<file path="src/rtl/leaf_bridge_pkg.sv">
// leaf_bridge_pkg
//   Shared definitions for leaf_stream_bridge: the control FSM state encoding
//   and the length of the post-reset / post-flush wait before the kernel runs.
package leaf_bridge_pkg;

  typedef enum logic [1:0] {
    RST_WAIT = 2'd0,
    RUN      = 2'd1,
    FLUSH    = 2'd2
  } bridge_state_e;

  localparam int RST_WAIT_CYCLES = 2;
  localparam int WAIT_CNT_W      = 2;

endpackage

</file>
<file path="src/rtl/stream_fifo.sv">
// stream_fifo
//   Single-clock vld/ack FIFO, 2**FIFO_DEPTH_BITS entries, no full or empty
//   bypass. A word written into an empty FIFO is visible on the next cycle.
// Ports:
//   clk, rst_n       clock, asynchronous active-low reset
//   clear            synchronous empty (pointers and count to zero)
//   enable           gates wr_ack; low means no word is accepted
//   wr_data/wr_vld   write side, wr_ack = not full and enabled
//   rd_data/rd_vld   read side, rd_vld = not empty, rd_data = head (0 when empty)
//   rd_ack           consumer accepts the head word
module stream_fifo #(
  parameter int PAYLOAD_BITS    = 32,
  parameter int FIFO_DEPTH_BITS = 2
) (
  input  logic                    clk,
  input  logic                    rst_n,
  input  logic                    clear,
  input  logic                    enable,
  input  logic [PAYLOAD_BITS-1:0] wr_data,
  input  logic                    wr_vld,
  output logic                    wr_ack,
  output logic [PAYLOAD_BITS-1:0] rd_data,
  output logic                    rd_vld,
  input  logic                    rd_ack
);

  localparam int DEPTH = 1 << FIFO_DEPTH_BITS;
  localparam logic [FIFO_DEPTH_BITS:0] FULL_CNT = (FIFO_DEPTH_BITS+1)'(DEPTH);

  logic [PAYLOAD_BITS-1:0]    mem [DEPTH];
  logic [FIFO_DEPTH_BITS-1:0] wr_ptr;
  logic [FIFO_DEPTH_BITS-1:0] rd_ptr;
  logic [FIFO_DEPTH_BITS:0]   count;
  logic                       push;
  logic                       pop;

  // Full refuses a push even when a pop happens in the same cycle.
  assign wr_ack  = enable && (count != FULL_CNT);
  assign rd_vld  = (count != '0);
  // Forcing zero while empty keeps the data output clean after reset/flush.
  assign rd_data = rd_vld ? mem[rd_ptr] : '0;
  assign push    = wr_vld && wr_ack;
  assign pop     = rd_vld && rd_ack;

  always_ff @(posedge clk or negedge rst_n) begin
    if (!rst_n) begin
      wr_ptr <= '0;
      rd_ptr <= '0;
      count  <= '0;
    end else if (clear) begin
      wr_ptr <= '0;
      rd_ptr <= '0;
      count  <= '0;
    end else begin
      if (push) wr_ptr <= wr_ptr + 1'b1;
      if (pop)  rd_ptr <= rd_ptr + 1'b1;
      case ({push, pop})
        2'b10:   count <= count + 1'b1;
        2'b01:   count <= count - 1'b1;
        default: count <= count;
      endcase
    end
  end

  // Storage carries no reset; validity is tracked entirely by count.
  always_ff @(posedge clk) begin
    if (push) mem[wr_ptr] <= wr_data;
  end

endmodule

</file>
<file path="src/rtl/leaf_stream_bridge.sv">
// leaf_stream_bridge
//   Buffered bridge between the leaf_interface user side and an HLS kernel
//   with ap_vld/ap_ack streams. One FIFO per channel in each direction, an
//   ap_start control FSM (RST_WAIT -> RUN -> FLUSH -> RST_WAIT) and one
//   accepted-word counter per channel.
// Ports:
//   clk_user, reset_n                     clock, asynchronous active-low reset
//   flush                                 one-cycle request, honoured in RUN only
//   dout_leaf_interface2user / vld_interface2user / ack_user2interface
//                                         interface -> bridge, per input channel
//   kernel_in_data / kernel_in_vld / kernel_in_ack
//                                         bridge -> kernel, per input channel
//   kernel_out_data / kernel_out_vld / kernel_out_ack
//                                         kernel -> bridge, per output channel
//   din_leaf_user2interface / vld_user2interface / ack_interface2user
//                                         bridge -> interface, per output channel
//   ap_start                              high while in RUN
//   xfer_count                            per-channel push counters, inputs first
module leaf_stream_bridge
  import leaf_bridge_pkg::*;
#(
  parameter int NUM_IN_PORTS    = 2,
  parameter int NUM_OUT_PORTS   = 2,
  parameter int PAYLOAD_BITS    = 32,
  parameter int FIFO_DEPTH_BITS = 2,
  parameter int COUNT_BITS      = 16
) (
  input  logic                                             clk_user,
  input  logic                                             reset_n,
  input  logic                                             flush,
  input  logic [NUM_IN_PORTS*PAYLOAD_BITS-1:0]             dout_leaf_interface2user,
  input  logic [NUM_IN_PORTS-1:0]                          vld_interface2user,
  output logic [NUM_IN_PORTS-1:0]                          ack_user2interface,
  output logic [NUM_IN_PORTS*PAYLOAD_BITS-1:0]             kernel_in_data,
  output logic [NUM_IN_PORTS-1:0]                          kernel_in_vld,
  input  logic [NUM_IN_PORTS-1:0]                          kernel_in_ack,
  input  logic [NUM_OUT_PORTS*PAYLOAD_BITS-1:0]            kernel_out_data,
  input  logic [NUM_OUT_PORTS-1:0]                         kernel_out_vld,
  output logic [NUM_OUT_PORTS-1:0]                         kernel_out_ack,
  output logic [NUM_OUT_PORTS*PAYLOAD_BITS-1:0]            din_leaf_user2interface,
  output logic [NUM_OUT_PORTS-1:0]                         vld_user2interface,
  input  logic [NUM_OUT_PORTS-1:0]                         ack_interface2user,
  output logic                                             ap_start,
  output logic [(NUM_IN_PORTS+NUM_OUT_PORTS)*COUNT_BITS-1:0] xfer_count
);

  localparam int NCH = NUM_IN_PORTS + NUM_OUT_PORTS;

  bridge_state_e           state;
  bridge_state_e           state_nxt;
  logic [WAIT_CNT_W-1:0]   wait_cnt;
  logic [WAIT_CNT_W-1:0]   wait_nxt;
  logic                    run_en;
  logic                    fifo_clear;
  logic [NCH-1:0]          fifo_push;
  logic [COUNT_BITS-1:0]   xfer_cnt [NCH];

  // Control FSM: state register
  always_ff @(posedge clk_user or negedge reset_n) begin
    if (!reset_n) begin
      state    <= RST_WAIT;
      wait_cnt <= '0;
    end else begin
      state    <= state_nxt;
      wait_cnt <= wait_nxt;
    end
  end

  // Control FSM: next state. Coming out of async reset the first cycle is
  // spent absorbing the deassertion, so the wait counter starts one lower
  // than it does when re-entering RST_WAIT from FLUSH.
  always_comb begin
    state_nxt = state;
    wait_nxt  = wait_cnt;
    unique case (state)
      RST_WAIT: begin
        if (wait_cnt == WAIT_CNT_W'(RST_WAIT_CYCLES)) begin
          state_nxt = RUN;
          wait_nxt  = '0;
        end else begin
          wait_nxt  = wait_cnt + 1'b1;
        end
      end
      RUN: begin
        if (flush) state_nxt = FLUSH;
      end
      FLUSH: begin
        state_nxt = RST_WAIT;
        wait_nxt  = WAIT_CNT_W'(1);
      end
      default: begin
        state_nxt = RST_WAIT;
        wait_nxt  = '0;
      end
    endcase
  end

  assign run_en   = (state == RUN);
  assign ap_start = run_en;
  // Clearing on the sampling edge already empties the FIFOs so every vld is
  // low throughout the FLUSH cycle; FLUSH itself clears once more.
  assign fifo_clear = (run_en && flush) || (state == FLUSH);

  for (genvar i = 0; i < NUM_IN_PORTS; i++) begin : g_in
    stream_fifo #(
      .PAYLOAD_BITS   (PAYLOAD_BITS),
      .FIFO_DEPTH_BITS(FIFO_DEPTH_BITS)
    ) u_fifo (
      .clk    (clk_user),
      .rst_n  (reset_n),
      .clear  (fifo_clear),
      .enable (run_en),
      .wr_data(dout_leaf_interface2user[i*PAYLOAD_BITS +: PAYLOAD_BITS]),
      .wr_vld (vld_interface2user[i]),
      .wr_ack (ack_user2interface[i]),
      .rd_data(kernel_in_data[i*PAYLOAD_BITS +: PAYLOAD_BITS]),
      .rd_vld (kernel_in_vld[i]),
      .rd_ack (kernel_in_ack[i])
    );
    assign fifo_push[i] = vld_interface2user[i] && ack_user2interface[i];
  end

  for (genvar j = 0; j < NUM_OUT_PORTS; j++) begin : g_out
    stream_fifo #(
      .PAYLOAD_BITS   (PAYLOAD_BITS),
      .FIFO_DEPTH_BITS(FIFO_DEPTH_BITS)
    ) u_fifo (
      .clk    (clk_user),
      .rst_n  (reset_n),
      .clear  (fifo_clear),
      .enable (run_en),
      .wr_data(kernel_out_data[j*PAYLOAD_BITS +: PAYLOAD_BITS]),
      .wr_vld (kernel_out_vld[j]),
      .wr_ack (kernel_out_ack[j]),
      .rd_data(din_leaf_user2interface[j*PAYLOAD_BITS +: PAYLOAD_BITS]),
      .rd_vld (vld_user2interface[j]),
      .rd_ack (ack_interface2user[j])
    );
    assign fifo_push[NUM_IN_PORTS+j] = kernel_out_vld[j] && kernel_out_ack[j];
  end

  // Transfer counters: one per FIFO, wrapping, cleared together with the FIFOs
  always_ff @(posedge clk_user or negedge reset_n) begin
    if (!reset_n) begin
      for (int c = 0; c < NCH; c++) xfer_cnt[c] <= '0;
    end else begin
      for (int c = 0; c < NCH; c++) begin
        if (fifo_clear)        xfer_cnt[c] <= '0;
        else if (fifo_push[c]) xfer_cnt[c] <= xfer_cnt[c] + 1'b1;
      end
    end
  end

  for (genvar c = 0; c < NCH; c++) begin : g_cnt
    assign xfer_count[c*COUNT_BITS +: COUNT_BITS] = xfer_cnt[c];
  end

endmodule

</file>
<file path="config.mk">
export PLATFORM = sky130hd
export DESIGN_NAME = leaf_stream_bridge
export DESIGN_NICKNAME = d
export VERILOG_FILES = /design/src/rtl/leaf_bridge_pkg.sv /design/src/rtl/stream_fifo.sv /design/src/rtl/leaf_stream_bridge.sv
export SDC_FILE = /design/constraint.sdc
export NUM_CORES = 1
export LEC_CHECK = 0
export CELL_PAD_IN_SITES_DETAIL_PLACEMENT = 1
export CELL_PAD_IN_SITES_GLOBAL_PLACEMENT = 2
export CORE_ASPECT_RATIO = 1.4
export CORE_UTILIZATION = 35
export DETAILED_ROUTE_END_ITERATION = 6
export GPL_TIMING_DRIVEN = 1
export PLACE_DENSITY = 0.79
export SYNTH_ARGS = -nofsm -noshare
export SYNTH_HDL_FRONTEND = slang
export SYNTH_SLANG_ARGS = --single-unit
</file>
<file path="constraint.sdc">
create_clock -name clk_user -period 3.55 [get_ports clk_user]
set_clock_uncertainty 0.1 [all_clocks]
set_input_delay 0.71 -clock clk_user [delete_from_list [all_inputs] [get_ports clk_user]]
set_output_delay 0.71 -clock clk_user [all_outputs]
set_load 0.005 [all_outputs]
</file>
==> results.md <==
- Final min period: 3.363 ns
- Cells after synthesis: 1409
- Syn Area/Cell: 17.60 µm²
- Cell area after synthesis: 24800 µm²
- Top delay family on crit path: buffers and inverters
- Setup violators final: 0
- Final worst slack: 0.1870 ns
- Total of max-cap violations: 0
- Grt ovf: 0
- Worst Max-Slew Pin Slew: 0.6660 ns
- Hold Fails Final Rpt: 0
- Unrepaired setup endpoints after global routing: no
- Post-Layout Cell Count: 2780
- Top_reg_cell synth: edfxtp_1
- HP Class: flop to flop
- FF+latch count, synth: 608
- F_max: 297.4 MHz
- PwrDens: 716.3 nW/µm²
- WL/cell: 22.19 µm
- Fraction of layout cells with a size suffix above 1: 0.1669
- Critical Path AT: 2.55 ns
- Most frequent cells in the layout: edfxtp_1, clkdlybuf4s50_1, nor2b_1, mux4_2, dfrtp_1
- Final Slew Violations: 0
- Crit. End Element: output pin
- Slowest-stage cell, CP: mux4_2
- Nets: 1953
- Post-synth ARST share: 0.1579
- Post-synthesis sequential area ratio: 0.7168
- CTS tree: done
- CTS clock-pin slew for the worst setup and hold paths: 0.07 ns
- I/O pin total: 340
- Reg2Reg Depth: 5
- Syn_nets: 1572
- Commonest non-fill, non-tap cell in the layout: edfxtp_1
- Hold Crit Depth: 2
- Number of port buffers: 339
- Final WL: 61.70 mm
- Power consumption: 22.60 mW
- Vias in the first global route: 15203
- Fin crit share: 0.9473
- Core area: 70220 µm²
- Pre-antenna DRT Iters: 4
- P_leak: 10.56 nW
- FF-to-FF End: xfer_count[18]$_DFFE_PN0P_
- GRT Total Usage: 0.1711
- DR iter-0 viols: 670
- Pre-CTS setup slack: 0.5777 ns
- CP peak stage delay: 0.55 ns
- Clock Latency Late Sink: 0.63 ns
- Row Count: 115
- Max VDD drop: 0.5049 mV
- Synth Warn #: 0
- Launch point of the worst hold path: g_out[1].u_fifo.rd_ptr[1]$_DFFE_PN0P_
- Antenna violations before repair: 10
- Worst slew margin: 0.5523
- RePlAce Congestion: 0.7718
- Netlist cell types: 49
- R2R Setup Slk: 1.02 ns
- CTS max path bufs: 3
- Largest net degree at the start of global routing: 57
- CTS root buffer: clkbuf_16
- H-tree depth: 2
- Routed vias: 13934
- DRC viols: 0
- Syn-to-layout area delta: 27.20%
- Worst reg2reg path startpoint: state[0]$_DFFE_PN0P_
- Placed instance count: 2657
- Setup_tns: 0 ns
- DRT antenna net count: 0
- Critical-path cell list: buf_12 -> mux4_2 -> nor2b_1 -> clkdlybuf4s50_1
- Die Span Y: 317.0 µm
- Worst path bufs/invs: 2
- Horiz. Die Dim: 227.0 µm
- Hold endpoint: g_out[1].u_fifo.rd_ptr[1]$_DFFE_PN0P_
- Post-synth EDFFs: 512
- Vias per std cell: 5.012
- Clk sinks: 608
- CP max FO: 32
- Startpoint types: flop
- First-pass GRT wire length: 92.72 mm
- Worst Setup SP: g_out[1].u_fifo.rd_ptr[0]$_DFFE_PN0P_
- Initial core utilization: 0.3532
- Die area: 71940 µm²
- Hpwl dp: 40.95 mm
- Cts bufs inserted: 58
- CP Class: flop to output pin
- Status: finished clean
- Worst EP required: 2.74 ns
## synth_stat cells, drive strengths merged, types with 24 or more instances
cell / number / area (µm²)
edfxtp: 512 / 15370
o21ai: 36 / 180.2
clkbuf: 53 / 200.2
mux4: 128 / 2883
a21oi: 37 / 185.2
nand2: 43 / 161.4
nor2b: 129 / 807.0
nor2: 58 / 217.7
nor3: 24 / 120.1
dfrtp: 96 / 2402
xnor2: 34 / 297.8
## worst max path at each step
stage | cells after the start | slack (ns) | end
6_report | 4 | 0.19 | din_leaf_user2interface[33]
5_1_grt | 4 | 0.04 | kernel_in_data[10]
4_1_cts | 4 | 0.05 | din_leaf_user2interface[10]
3_5_place_dp | 7 | 0.58 | g_out[1].u_fifo.count[2]$_DFFE_PN0P_
3_3_place_gp | 7 | 0.63 | g_out[0].u_fifo.count[2]$_DFFE_PN0P_
2_1_floorplan | 4 | 1.14 | din_leaf_user2interface[10]
## where the power goes
group | total, mW | internal (mW) | switching (mW)
registers | 8.79 | 8.34 | 0.457
clock network | 6.19 | 3.43 | 2.76
logic | 7.62 | 4.27 | 3.35
total | 22.6 | 16.0 | 6.56
## worst reg2reg max path, cell delays in order (launching register included)
cell and delay (ns):
dfrtp_1 0.50, buf_4 0.32, and3b_1 0.35, or2_2 0.61, buf_4 0.42, nor2_1 0.12
## logic make-up (layout without fill, tap and decap cells)
kind of cell | count (synthesis) | in the layout | synth area share
other cells | 0 | 5 | 0
mux | 136 | 136 | 0.1195
flops | 608 | 608 | 0.7168
fa+ha+maj | 24 | 24 | 0.01332
compound gates | 97 | 97 | 0.02230
xor+xnor | 40 | 40 | 0.01413
buf+inv | 96 | 526 | 0.01660
simple gates | 408 | 408 | 0.09737
## registers in the layout, summed over array words and instances (netlist names)
register,count
wait_cnt,2
g_out.u_fifo.rd_ptr,4
g_out.u_fifo.count,6
g_out.u_fifo.mem,256
g_in.u_fifo.rd_ptr,4
g_in.u_fifo.count,6
g_in.u_fifo.wr_ptr,4
xfer_count,64
state,2
g_out.u_fifo.wr_ptr,4
g_in.u_fifo.mem,256
## per-stage QoR
stage                     hold WS, ns  utilization  area [µm²]
after CTS                      0.4548       0.4482       31470
after detailed placement       0.4369       0.4207       29540
after global routing           0.4813       0.4492       31540
after global placement         0.4222       0.4207       29540
after floorplan                0.3144            -       24800
final                          0.4503       0.4493       31550
## layer usage
| layer | track usage | vias to the layer above | routed length, µm |
|---|---|---|---|
| li1 | - | 6264 | - |
| met1 | 0.1995 | 7231 | 23950 |
| met2 | 0.3016 | 326 | 31870 |
| met3 | 0.04805 | 99 | 4040 |
| met4 | 0.05735 | 14 | 1738 |
| met5 | 0 | - | 91 |
## repair_timing
| item | CTS | global route |
|---|---|---|
| hold endpoints to repair | 40 | 0 |
| setup buffers | 0 | 8 |
| hold buffers | 1 | 0 |
| cloned | 0 | 0 |
| pin swaps | 0 | 0 |
| gates resized for setup | 2 | 0 |
| endpoints found under the setup margin | 27 | 1 |
## cell type report
class	count	area (µm²)
multi-input combinational	705	6646
clock buffer	65	1499
clock inverter	44	416.7
tap	936	1171
inverter	21	78.83
timing repair buffer	396	3934
sequential	608	17790
fill	6892	38670
antenna	5	12.51
(Power assumes the default switching activity.)
